===== config.mk =====
export PLATFORM = sky130hd
export DESIGN_NAME = div
export DESIGN_NICKNAME = d
export VERILOG_FILES = /design/src/rtl/div_pkg.sv /design/src/rtl/div_step.sv /design/src/rtl/div.sv
export SDC_FILE = /design/constraint.sdc
export NUM_CORES = 1
export LEC_CHECK = 0
export ABC_AREA = 1
export BUFFER_PORTS_ARGS = -buffer_cell sky130_fd_sc_hd__buf_2
export CAP_MARGIN = 40
export CORE_ASPECT_RATIO = 0.8
export CORE_MARGIN = 2
export CORE_UTILIZATION = 55
export CTS_BUF_LIST = sky130_fd_sc_hd__clkbuf_16
export DETAILED_ROUTE_END_ITERATION = 10
export GPL_ROUTABILITY_DRIVEN = 0
export HOLD_SLACK_MARGIN = 0.1
export PLACE_DENSITY = 0.78
export SLEW_MARGIN = 40
export SYNTH_ARGS = -nofsm -noshare
export SYNTH_HDL_FRONTEND = slang
export SYNTH_HIERARCHICAL = 1
export SYNTH_SLANG_ARGS = --single-unit

===== constraint.sdc =====
create_clock -name clk_i -period 8.8 [get_ports clk_i]
set_input_delay 2.2 -clock clk_i [delete_from_list [all_inputs] [get_ports clk_i]]
set_output_delay 2.2 -clock clk_i [all_outputs]
set_load 0.05 [all_outputs]

===== src/rtl/div_pkg.sv =====
// -----------------------------------------------------------------------------
// div_pkg -- shared definitions for the iterative divider.
//   XLEN_DEFAULT : default operand/result width
//   state_t      : divider FSM state encoding (IDLE / CALC / DONE)
// -----------------------------------------------------------------------------
package div_pkg;

    localparam int XLEN_DEFAULT = 32;

    typedef enum logic [1:0] {
        IDLE = 2'b00,
        CALC = 2'b01,
        DONE = 2'b11
    } state_t;

endpackage


===== src/rtl/div_step.sv =====
// -----------------------------------------------------------------------------
// div_step -- one restoring-division iteration (purely combinational).
//   rem      : partial remainder (magnitude)
//   quo      : dividend bits still to shift in / quotient bits collected so far
//   dvsr     : divisor magnitude
//   rem_next : partial remainder after this iteration
//   quo_next : quo shifted left with the new quotient bit in bit 0
// -----------------------------------------------------------------------------
module div_step
    import div_pkg::*;
#(
    parameter int XLEN = XLEN_DEFAULT
) (
    input  logic [XLEN-1:0] rem,
    input  logic [XLEN-1:0] quo,
    input  logic [XLEN-1:0] dvsr,
    output logic [XLEN-1:0] rem_next,
    output logic [XLEN-1:0] quo_next
);

    logic [XLEN:0] shifted;
    logic [XLEN:0] diff;
    logic          fits;

    // {rem, quo} << 1 : the top dividend bit moves into the remainder.
    assign shifted = {rem, quo[XLEN-1]};
    assign diff    = shifted - {1'b0, dvsr};

    // If the shifted remainder already has its top bit set it exceeds any
    // XLEN-bit divisor; otherwise the borrow in diff[XLEN] decides.
    assign fits = shifted[XLEN] | ~diff[XLEN];

    assign rem_next = fits ? diff[XLEN-1:0] : shifted[XLEN-1:0];
    assign quo_next = {quo[XLEN-2:0], fits};

endmodule


===== src/rtl/div.sv =====
// -----------------------------------------------------------------------------
// div -- iterative restoring divider, signed (DIV/REM) and unsigned (DIVU/REMU).
//   clk_i       : clock, all state on rising edge
//   rst_i       : asynchronous active-high reset
//   a_i, b_i    : dividend / divisor, stable while req_i is high
//   signed_i    : 1 = two's-complement, 0 = unsigned
//   req_i       : level request, held until ready_o; dropping it aborts
//   ready_o     : one-cycle completion pulse
//   quotient_o  : quotient, valid with ready_o and held afterwards
//   remainder_o : remainder, valid with ready_o and held afterwards
// Divide-by-zero, signed overflow and zero dividend finish in two edges;
// everything else takes XLEN iterations.
// -----------------------------------------------------------------------------
module div
    import div_pkg::*;
#(
    parameter int XLEN = XLEN_DEFAULT
) (
    input  logic            clk_i,
    input  logic            rst_i,
    input  logic [XLEN-1:0] a_i,
    input  logic [XLEN-1:0] b_i,
    input  logic            signed_i,
    input  logic            req_i,
    output logic            ready_o,
    output logic [XLEN-1:0] quotient_o,
    output logic [XLEN-1:0] remainder_o
);

    localparam int              CW      = $clog2(XLEN);
    localparam logic [XLEN-1:0] MIN_INT = {1'b1, {(XLEN-1){1'b0}}};

    state_t          state, state_next;
    logic [CW-1:0]   cnt;
    logic            armed;
    logic [XLEN-1:0] rem, quo, dvsr;
    logic            neg_q, neg_r;
    logic [XLEN-1:0] rem_next, quo_next;
    logic            load, calc_en, finish;

    // ---------------- operand preparation ----------------
    logic            a_neg, b_neg;
    logic [XLEN-1:0] a_mag, b_mag;
    logic            is_special;
    logic [XLEN-1:0] spec_q, spec_r;

    assign a_neg = signed_i & a_i[XLEN-1];
    assign b_neg = signed_i & b_i[XLEN-1];
    assign a_mag = a_neg ? -a_i : a_i;
    assign b_mag = b_neg ? -b_i : b_i;

    // NOTE: every signal driven here gets a default first, so no path
    // leaves it unassigned and no latch is inferred.
    always_comb begin
        is_special = 1'b1;
        spec_q     = '0;
        spec_r     = '0;
        if (b_i == '0) begin
            spec_q = '1;
            spec_r = a_i;
        end else if (signed_i && a_i == MIN_INT && b_i == '1) begin
            spec_q = MIN_INT;
        end else if (a_i == '0) begin
            spec_q = '0;
        end else begin
            is_special = 1'b0;
        end
    end

    // ---------------- FSM: state register ----------------
    // NOTE: sequential state uses non-blocking assignments so every flop
    // samples the pre-edge value of its neighbours.
    always_ff @(posedge clk_i or posedge rst_i) begin
        if (rst_i) state <= IDLE;
        else       state <= state_next;
    end

    // ---------------- FSM: next state ----------------
    // A low req_i sends every state back to IDLE (abort), DONE included.
    always_comb begin
        state_next = IDLE;
        if (req_i) begin
            case (state)
                IDLE:    state_next = armed ? (is_special ? DONE : CALC) : IDLE;
                CALC:    state_next = (cnt == '0) ? DONE : CALC;
                DONE:    state_next = IDLE;
                default: state_next = IDLE;
            endcase
        end
    end

    // ---------------- FSM: outputs ----------------
    always_comb begin
        load    = (state == IDLE) && req_i && armed;
        calc_en = (state == CALC) && req_i;
        finish  = (state == DONE) && req_i;
    end

    // A request is accepted only after req_i has been seen low, so a
    // request held past ready_o does not start a second operation.
    always_ff @(posedge clk_i or posedge rst_i) begin
        if (rst_i)       armed <= 1'b1;
        else if (!req_i) armed <= 1'b1;
        else if (load)   armed <= 1'b0;
    end

    always_ff @(posedge clk_i or posedge rst_i) begin
        if (rst_i)                     cnt <= '0;
        else if (load)                 cnt <= CW'(XLEN - 1);
        else if (calc_en && cnt != '0) cnt <= cnt - 1'b1;
    end

    // ---------------- datapath ----------------
    div_step #(.XLEN(XLEN)) u_step (
        .rem      (rem),
        .quo      (quo),
        .dvsr     (dvsr),
        .rem_next (rem_next),
        .quo_next (quo_next)
    );

    // NOTE: these are plain registers, not a memory array, so they take the
    // asynchronous reset like every other flop.
    always_ff @(posedge clk_i or posedge rst_i) begin
        if (rst_i) begin
            rem   <= '0;
            quo   <= '0;
            dvsr  <= '0;
            neg_q <= 1'b0;
            neg_r <= 1'b0;
        end else if (load) begin
            dvsr <= b_mag;
            if (is_special) begin
                // Final result loaded directly; sign flags cleared so the
                // output correction passes it through untouched.
                rem   <= spec_r;
                quo   <= spec_q;
                neg_q <= 1'b0;
                neg_r <= 1'b0;
            end else begin
                rem   <= '0;
                quo   <= a_mag;
                neg_q <= a_neg ^ b_neg;
                neg_r <= a_neg;
            end
        end else if (calc_en) begin
            rem <= rem_next;
            quo <= quo_next;
        end
    end

    // ---------------- output registers ----------------
    always_ff @(posedge clk_i or posedge rst_i) begin
        if (rst_i) begin
            ready_o     <= 1'b0;
            quotient_o  <= '0;
            remainder_o <= '0;
        end else begin
            ready_o <= finish;
            if (finish) begin
                quotient_o  <= neg_q ? -quo : quo;
                remainder_o <= neg_r ? -rem : rem;
            end
        end
    end

endmodule


## Word-level counts from Yosys, hierarchy flattened

Cells that the tools add are included.

- Mux-type cells: 28
- Reductions and logical operators: 14
- Eq/ne operators: 5
- Bitwise gates (word level): 5
- $add $sub $neg: 6

Operators by type and width:

| cell | count |
|---|---|
| 32-bit 2-to-1 mux | 14 |
| 32-bit negator | 4 |
| 32-bit equality test (second input constant) | 2 |
| 32-bit logical NOT | 2 |
| 33-bit by 32-bit subtractor with 33-bit output | 1 |
| 5-bit 2-to-1 mux | 2 |
| 2-bit 2-to-1 mux | 4 |
| 1-bit logical AND | 7 |
| 1-bit 2-to-1 mux | 7 |
| 5-bit logical NOT | 1 |
| 5-bit nonzero test | 1 |
| 5-bit by 1-bit subtractor with 5-bit output (second input constant) | 1 |
| 2-bit case mux with 2 select lines | 1 |
| 2-bit nonzero test | 2 |
| 1-bit AND | 2 |
| 2-bit by 1-bit equality test with 1-bit output (second input constant) | 1 |
| 2-bit equality test (second input constant) | 1 |
| 2-bit logical NOT | 1 |
| 2-bit by 1-bit != test with 1-bit output (second input constant) | 1 |
| 1-bit inverter | 1 |
| 1-bit OR | 1 |
| 1-bit bitwise XOR | 1 |

- Input bits: 68
- Logic and storage cells: 69
- Bits in registers: 171
- Output and inout port bits: 65

## Depth between registers and ports, before layout

Gate-level depths: netlist of the first run.

- Depth in word-level cells: 9
- Depth in mapped cells: 18
- Depth with buffers taken out: 17

## Cells and area by module

The synthesis of the first run kept the hierarchy.

Modules (own cells, without submodules):

| module | cells each | area an instance (sq um) | instances | sequential area each (sq um) |
|---|---|---|---|---|
| div | 1562 | 10806.6 | 1 | 4280.4 |
| div_step | 704 | 3369.5 | 1 | 0.0 |

## Worst setup path after synthesis of the first run

OpenSTA, ideal clock, no wires.

- Path kind: input to register
- Start point: in a_i[0]
- End point: reg quo[19]
- Cell stages on the path: 14
- Required time: 8.684 ns
- Setup time: 0.116 ns
- Buffers on the path: 1
- Arrival: 3.520 ns
- Path slack: 5.163 ns
- Path through: inv_1 > ha_1 > nand3_2 > nor2_2 > nand2_1 > nor2_2 > nand3_2 > nor2_4 > nor2_4 > buf_6 > nand2_1 > nand2_1 > nand2_1 > nand2_1

- Cells in the longest elaborated chain, start to end: 7

Ends and longest elaborated chain:

| what | line | source |
|---|---|---|
| from (decl) | div.sv:21 | `input logic [XLEN-1:0] a_i,` |
| branches (longest 5 deep; another with 32-bit negator) | -- |  |
| 32-bit 2-to-1 mux * | div.sv:133 | `if (is_special) begin` |
| 32-bit 2-to-1 mux * | div.sv:131 | `end else if (load) begin` |
| to (signal assigned) | div.sv:137 | `quo <= spec_q;` |
| to (signal assigned) | div.sv:142 | `quo <= a_mag;` |
| to (signal assigned) | div.sv:148 | `quo <= quo_next;` |
| to (decl) | div.sv:36 | `logic [XLEN-1:0] rem, quo, dvsr;` |

Every way passes the cells marked *.
A chain may end at the register's enable or synchronous reset.

## Worst setup path after layout of the first run

- Start point: in req_i
- End point: reg quo[5]

- Cells in the longest elaborated chain, start to end: 3

Ends and longest elaborated chain:

| what | line | source |
|---|---|---|
| from (decl) | div.sv:24 | `input logic req_i,` |
| 1-bit logical AND (2 in series) | div.sv:94 | `load = (state == IDLE) && req_i && armed;` |
| 32-bit 2-to-1 mux or 2-bit nonzero test (tied branches) | -- |  |

Parallel ways exist; a longest one is shown, timed or not.

==> results of run 1 <==
[stage by stage]
step	power [W]	utilization, %
3_3_place_gp	0.00398	58.2
6_report	0.00497	60.7
4_1_cts	0.00487	60.7
3_5_place_dp	0.00404	58.2
2_1_floorplan	0.00338	-
5_1_grt	0.00535	60.7
[layer usage]
layer	vias up	track usage [%]	routed length [microns]
met5	-	0	26
met4	4	11.6	1210
met3	109	11.6	5930
met2	835	45.5	17600
met1	6819	46.1	18900
li1	7226	-	-
[worst paths after layout]
path	end	slack, ps	from	cells past startpoint
min in group asynchronous	quotient_o[25]	1880	rst_i	2
setup reg to reg	rem[29]	5470	quo[31]	16
max in group asynchronous	dvsr[16]	5800	rst_i	3
hold reg to reg	quotient_o[12]	470	quotient_o[12]	2
setup / recovery	quo[5]	4640	req_i	10
hold / removal	quotient_o[12]	470	quotient_o[12]	2
[flip-flops by register name (all words and copies together) (netlist names)]
signal and count:
cnt 5, quotient_o 32, remainder_o 32, armed 1, state 2, rem 32, neg_q 1, quo 32
ready_o 1, neg_r 1, dvsr 32
[final cells by class]
class | count | area share, %
clock inverter | 15 | 1.27
antenna | 1 | 0.0163
multi-input combinational | 1671 | 52.8
clock buffer | 17 | 2.77
tap | 324 | 2.64
timing repair buffer | 141 | 4.79
inverter | 321 | 7.89
sequential | 171 | 27.9
[cells by family (layout without fill, tap and decap cells)]
family          after synthesis  after routing  share of synthesized area, %
simple gates               1273           1273                          37.9
xor+xnor                     67             67                          4.14
compound gates              291            291                          11.5
flops                       171            171                          30.2
fa+ha+maj                    40             40                          3.58
other cells                   0              1                             0
buf+inv                     424            494                          12.7
[synthesized netlist by cell type, types with 4 or more instances]
| cell type | count |
|---|---|
| buf_2 | 17 |
| xor2_1 | 61 |
| nor2_4 | 4 |
| nor2_1 | 216 |
| buf_6 | 9 |
| ha_1 | 39 |
| buf_1 | 5 |
| o211ai_1 | 4 |
| nor2_2 | 10 |
| inv_2 | 9 |
| a21oi_1 | 86 |
| nand3b_1 | 11 |
| o31ai_1 | 10 |
| nand3_1 | 181 |
| xnor2_1 | 6 |
| and2_1 | 5 |
| or2_2 | 6 |
| o21ai_0 | 126 |
| clkbuf_1 | 40 |
| o21a_1 | 13 |
| nand4_1 | 25 |
| nor3_1 | 26 |
| dfrtp_1 | 170 |
| a22oi_1 | 29 |
| buf_4 | 32 |
| nand2_1 | 767 |
| o21ai_1 | 11 |
| inv_1 | 311 |
[power groups by stage]
stage	combinational, W	clock [W]	sequential [W]
2_1_floorplan	0.00210	0	0.00128
3_3_place_gp	0.00267	0	0.00131
3_5_place_dp	0.00272	0	0.00132
4_1_cts	0.00275	0.000819	0.00131
5_1_grt	0.00316	0.000850	0.00135
6_report	0.00283	0.000815	0.00132
[critical path: stages]
cell	delay, ps
buf_2	90
inv_1	100
nor2_4	130
buf_4	420
nor2_2	50
buf_4	290
inv_2	590
nand2_4	260
a21oi_1	210
a21oi_1	90
==> results.txt, run 1 <==
CP endpoint kind = flop
CTS sink cnt = 171
die span in x = 183 microns
H-Tree Depth = 4
1st-iter DRT viols = 1875
CP arrival = 4480 ps
post-synthesis cell type count = 49
Warnings, synthesis = 6
Synth area leader = dfrtp_1
DIE AREA = 27100 sq um
crit start category = input pin
share of cells above drive strength 1 = 9.59%
hold buffer count at cts = 0
Final WS setup = 4640 ps
Final Instance Area = 15400 sq um
HPWL after DPL = 33.5 mm
CTS tree = yes
relative slew slack = 50.2%
max-cap violation count = 0
area occupied by multi-input gates = 8110 sq um
GR Overflow Total = 0
Vias = 15000
final hold vios = 0
outcome = complete, no violations
Post-Syn Instances = 2266
crit share post-route = 47.2%
starting density of the core = 56.0%
post-CTS setup buffer count = 0
non-filler cells, final = 2661
core area = 25300 sq um
share of total power in sequential cells = 26.6%
clock latency on the worst-skew pair = 440 ps
FF+latch count, synth = 171
combinational share of power = 57.0%
sequential element share of the synthesized area = 30.2%
Post-route DRC = 0
main area contributors after synthesis = dfrtp_1 (30%), nand2_1 (20%), inv_1 (8.2%)
Leak = 8.24 nW
root buf cell = clkbuf_16
number of global-route vias before repair = 13400
Final setup violation count = 0
IO Count = 133
commonest cells after routing, fill and taps aside = nand2_1 (767), inv_1 (308), nor2_1 (216)
area post-placement = 14700 sq um
WL per Instance = 16.4 microns
Clock power frac = 16.4%
Hold Slack = 474 ps
total area of sequential cells = 4280 sq um
pin count of the biggest net entering global routing = 102
max-slew violation count = 0
switch share = 51.9%
initial antenna violation count = 3
Mean Syn Cell Area = 6.26 sq um
Nets = 2431
number of synthesized flops with an enable pin = 0
Worst Skew = 9.03 ps
Least-Margin Pin Slew = 747 ps
unrepaired setup endpoints after global routing = no
Die Y = 148 microns
HP Class = flop to flop
clock buffer depth = 2
cell-internal power = 0.00239 W
# rows = 52
post-place setup slack = 4300 ps
P_sw = 0.00258 W
CTS resizes = 0
TritonCTS buffer count = 17
Mapped Area = 14200 sq um
Reg clk slew, reported paths = 70 ps
ys flop type = dfrtp_1
fillcell total = 2411
Pwr Density = 324 nW/um^2
Peak Freq = 241 MHz
gr usage total = 32.5%
critical path class = input pin to flop
CP max FO = 43
antenna-violating nets left = 0
Async SR Flop Fraction = 100%
share of the synthesized area in the top cell type = 30.0%
first-pass GRT wire length = 68.8 mm
min cycle time layout = 4160 ps
Syn Nets = 2374
most common cell after layout, fill and taps aside = nand2_1
VDD IR max = 0.162 mV
DRT Wirelength = 43.7 mm
area grow syn2layout = 8.40%
setup TNS = 0 ps
critical path required time = 9130 ps
port bufs = 132
Cells after DPL = 2628
Via density = 5.63
drt pass-1 iters = 6
No activity file was read; power rests on OpenSTA's default activity.
==> inputs of run 2 (changes only) <==
Settings changed: PLACE_DENSITY 0.78 to 0.81.
Clock period 8.8 ns to 3.5 ns, I/O delays scaled along.
==> run 2 against run 1 <==
  * Cell count rose by 0.41%
  * Global-route usage rose by 0.94 points
  * Sequential cell count did not move
  * Sequential power rose to 2.6 times the previous value
  * Power rose to 2.5 times the previous value
  * Via count rose by 2.4%
  * Core utilization rose by 0.25 points
  * Hold slack got worse by 1.7 ps
  * Wire length rose by 4.1%
  * Non-clock buffer count rose by 10
  * Clock skew rose by 0.71 ps
  * Setup slack got worse by 4200 ps
  * Critical path type is now flop to flop
  * Critical endpoint is now rem[14]
  * Largest power group unchanged
==> results.txt, run 2 (same netlist as run 1, synthesis figures left out) <==
FF-to-FF End = rem[14] (was rem[29])
relative slew slack = 53.0% (was 50.2%)
CTS tree = yes (unchanged)
hold buffer count at cts = 0 (unchanged)
number of global-route vias before repair = 13600 (was 13400)
hold path startpoint = quotient_o[30] (was quotient_o[12])
CP max FO = 20 (was 43)
gr usage total = 33.4% (was 32.5%)
CTS sink cnt = 171 (unchanged)
pin count of the biggest net entering global routing = 125 (was 102)
WL per Instance = 17.0 microns (was 16.4 microns)
core area = 25300 sq um (unchanged)
outcome = complete, no violations (unchanged)
fillcell total = 2369 (was 2411)
commonest cells after routing, fill and taps aside = nand2_1 (767), inv_1 (311), nor2_1 (216) (was nand2_1 (767), inv_1 (308), nor2_1 (216))
CP arrival = 3320 ps (was 4480 ps)
share of cells above drive strength 1 = 9.89% (was 9.59%)
Peak Freq = 331 MHz
antenna-violating nets left = 0 (unchanged)
Die Y = 148 microns (unchanged)
area grow syn2layout = 8.84% (was 8.40%)
critical path class = flop to flop (was input pin to flop)
min cycle time layout = 3020 ps
critical path's top delay family = simple AND/OR/NAND/NOR gates (was buffers and inverters)
Pwr Density = 807 nW/um^2 (was 324 nW/um^2)
R2R cell count = 12 (was 16)
crit path launch = rem[19] (was req_i)
crit share post-route = 86.3%
Slowest cell on crit path = dfrtp_1 (was inv_2)
origin of the critical flop-to-flop path = rem[19] (was quo[31])
clock latency on the worst-skew pair = 450 ps (was 440 ps)
die span in x = 183 microns (unchanged)
first-pass GRT wire length = 71.1 mm (was 68.8 mm)
Leak = 8.29 nW (was 8.24 nW)
TritonCTS buffer count = 17 (unchanged)
# rows = 52 (unchanged)
DIE AREA = 27100 sq um (unchanged)
unrepaired setup endpoints after global routing = no (unchanged)
IO Count = 133 (unchanged)
post-CTS setup buffer count = 0 (unchanged)
final hold vios = 0 (unchanged)
initial antenna violation count = 5 (was 3)
CTS resizes = 0 (unchanged)
non-filler cells, final = 2672 (was 2661)
most common cell after layout, fill and taps aside = nand2_1 (unchanged)
1st-iter DRT viols = 2332 (was 1875)
root buf cell = clkbuf_16 (unchanged)
H-Tree Depth = 4 (unchanged)
Reg2Reg Setup Slack = 480 ps (was 5470 ps)
critical path required time = 3800 ps (was 9130 ps)
CP endpoint kind = flop (unchanged)
overall power = 0.0125 W (was 0.00497 W)
Post-route DRC = 0 (unchanged)
Worst Skew = 9.74 ps (was 9.03 ps)
drt pass-1 iters = 7 (was 6)
clock buffer depth = 2 (unchanged)
delay of the slowest cell on the worst path = 520 ps (was 590 ps)
VDD IR max = 0.492 mV (was 0.162 mV)
Final setup violation count = 0 (unchanged)
starting density of the core = 56.0% (unchanged)
max-cap violation count = 0 (unchanged)
Via density = 5.74 (was 5.63)
Vias = 15300 (was 15000)
crit start category = flop (was input pin)
Buf/Inv on CP = 1 (was 5)
Cells after DPL = 2638 (was 2628)
Worst Hold Endpoint = quotient_o[30] (was quotient_o[12])
HPWL after DPL = 35.0 mm (was 33.5 mm)
setup TNS = 0 ps (unchanged)
HP Class = flop to flop (unchanged)
DRT Wirelength = 45.5 mm (was 43.7 mm)
max-slew violation count = 0 (unchanged)
Reg clk slew, reported paths = 70 ps (about the same)
Least-Margin Pin Slew = 698 ps (was 747 ps)
GR Overflow Total = 0 (unchanged)
Nets = 2441 (was 2431)
CP Cell Sequence = ha_1, nand2_1, nor2_1, inv_2, nor3_2, nand3_1, nand3_1, nand2_1, nand3_1, nand2_1, o21ai_0, a22oi_1 (was buf_2, inv_1, nor2_4, buf_4, nor2_2, buf_4, inv_2, nand2_4, a21oi_1, a21oi_1)
port bufs = 132 (unchanged)
hold path cells = 2 (unchanged)
## run 2: cell count changes in the layout (fill, tap and decap cells not counted), sizes merged
cell    delta
buf       +10
clkinv     +4
bufinv     -3
diode      +1
inv        -1
## run 2: routing by layer
| metal | global-route usage [%] | share of wire [%] | vias up |
|---|---|---|---|
| li1 | - | - | 7266 |
| met1 | 47.7 | 42 | 6950 |
| met2 | 47.3 | 40 | 978 |
| met3 | 11.9 | 15 | 145 |
| met4 | 10.2 | 3.1 | 8 |
| met5 | 0 | 0.15 | - |
## run 2: layout make-up
cell class | count | area [sq um] | share of cell area [%]
tap | 324 | 405 | 2.63
inverter | 321 | 1210 | 7.83
timing repair buffer | 151 | 866 | 5.61
sequential | 171 | 4280 | 27.7
antenna | 2 | 5.00 | 0.0324
clock buffer | 17 | 425 | 2.76
clock inverter | 15 | 125 | 0.811
multi-input combinational | 1671 | 8110 | 52.6
## run 2: worst min-delay path, delay by kind of cell (launching register included)
kind | cells | cell delay [ps]
and+or+nand+nor | 2 | 100
DFF | 1 | 340
## run 2: worst max-delay path by stage
stage	to	cells after the start
2_1_floorplan	cnt[0]	1
4_1_cts	rem[14]	15
3_3_place_gp	rem[13]	11
3_5_place_dp	rem[13]	11
5_1_grt	rem[14]	15
6_report	rem[14]	12
## run 2: through the flow
step           worst slack, ps  hold WS [ps]  cell area [sq um]  utilization, %
6_report                   480           472              15400            61.0
2_1_floorplan              443           449              14200               -
4_1_cts                    593           479              15400            60.9
3_3_place_gp               638           458              14900            58.7
5_1_grt                    230           498              15400            61.0
3_5_place_dp               624           461              14900            58.8
## run 2: report_power, final
group          leakage [nW]  switching [W]  internal, W  total (W)
registers              2.07       0.000845      0.00253    0.00337
clock network         0.272       0.000855     0.000978    0.00183
logic                  5.95        0.00492      0.00233    0.00725
total                  8.29        0.00662      0.00584     0.0125
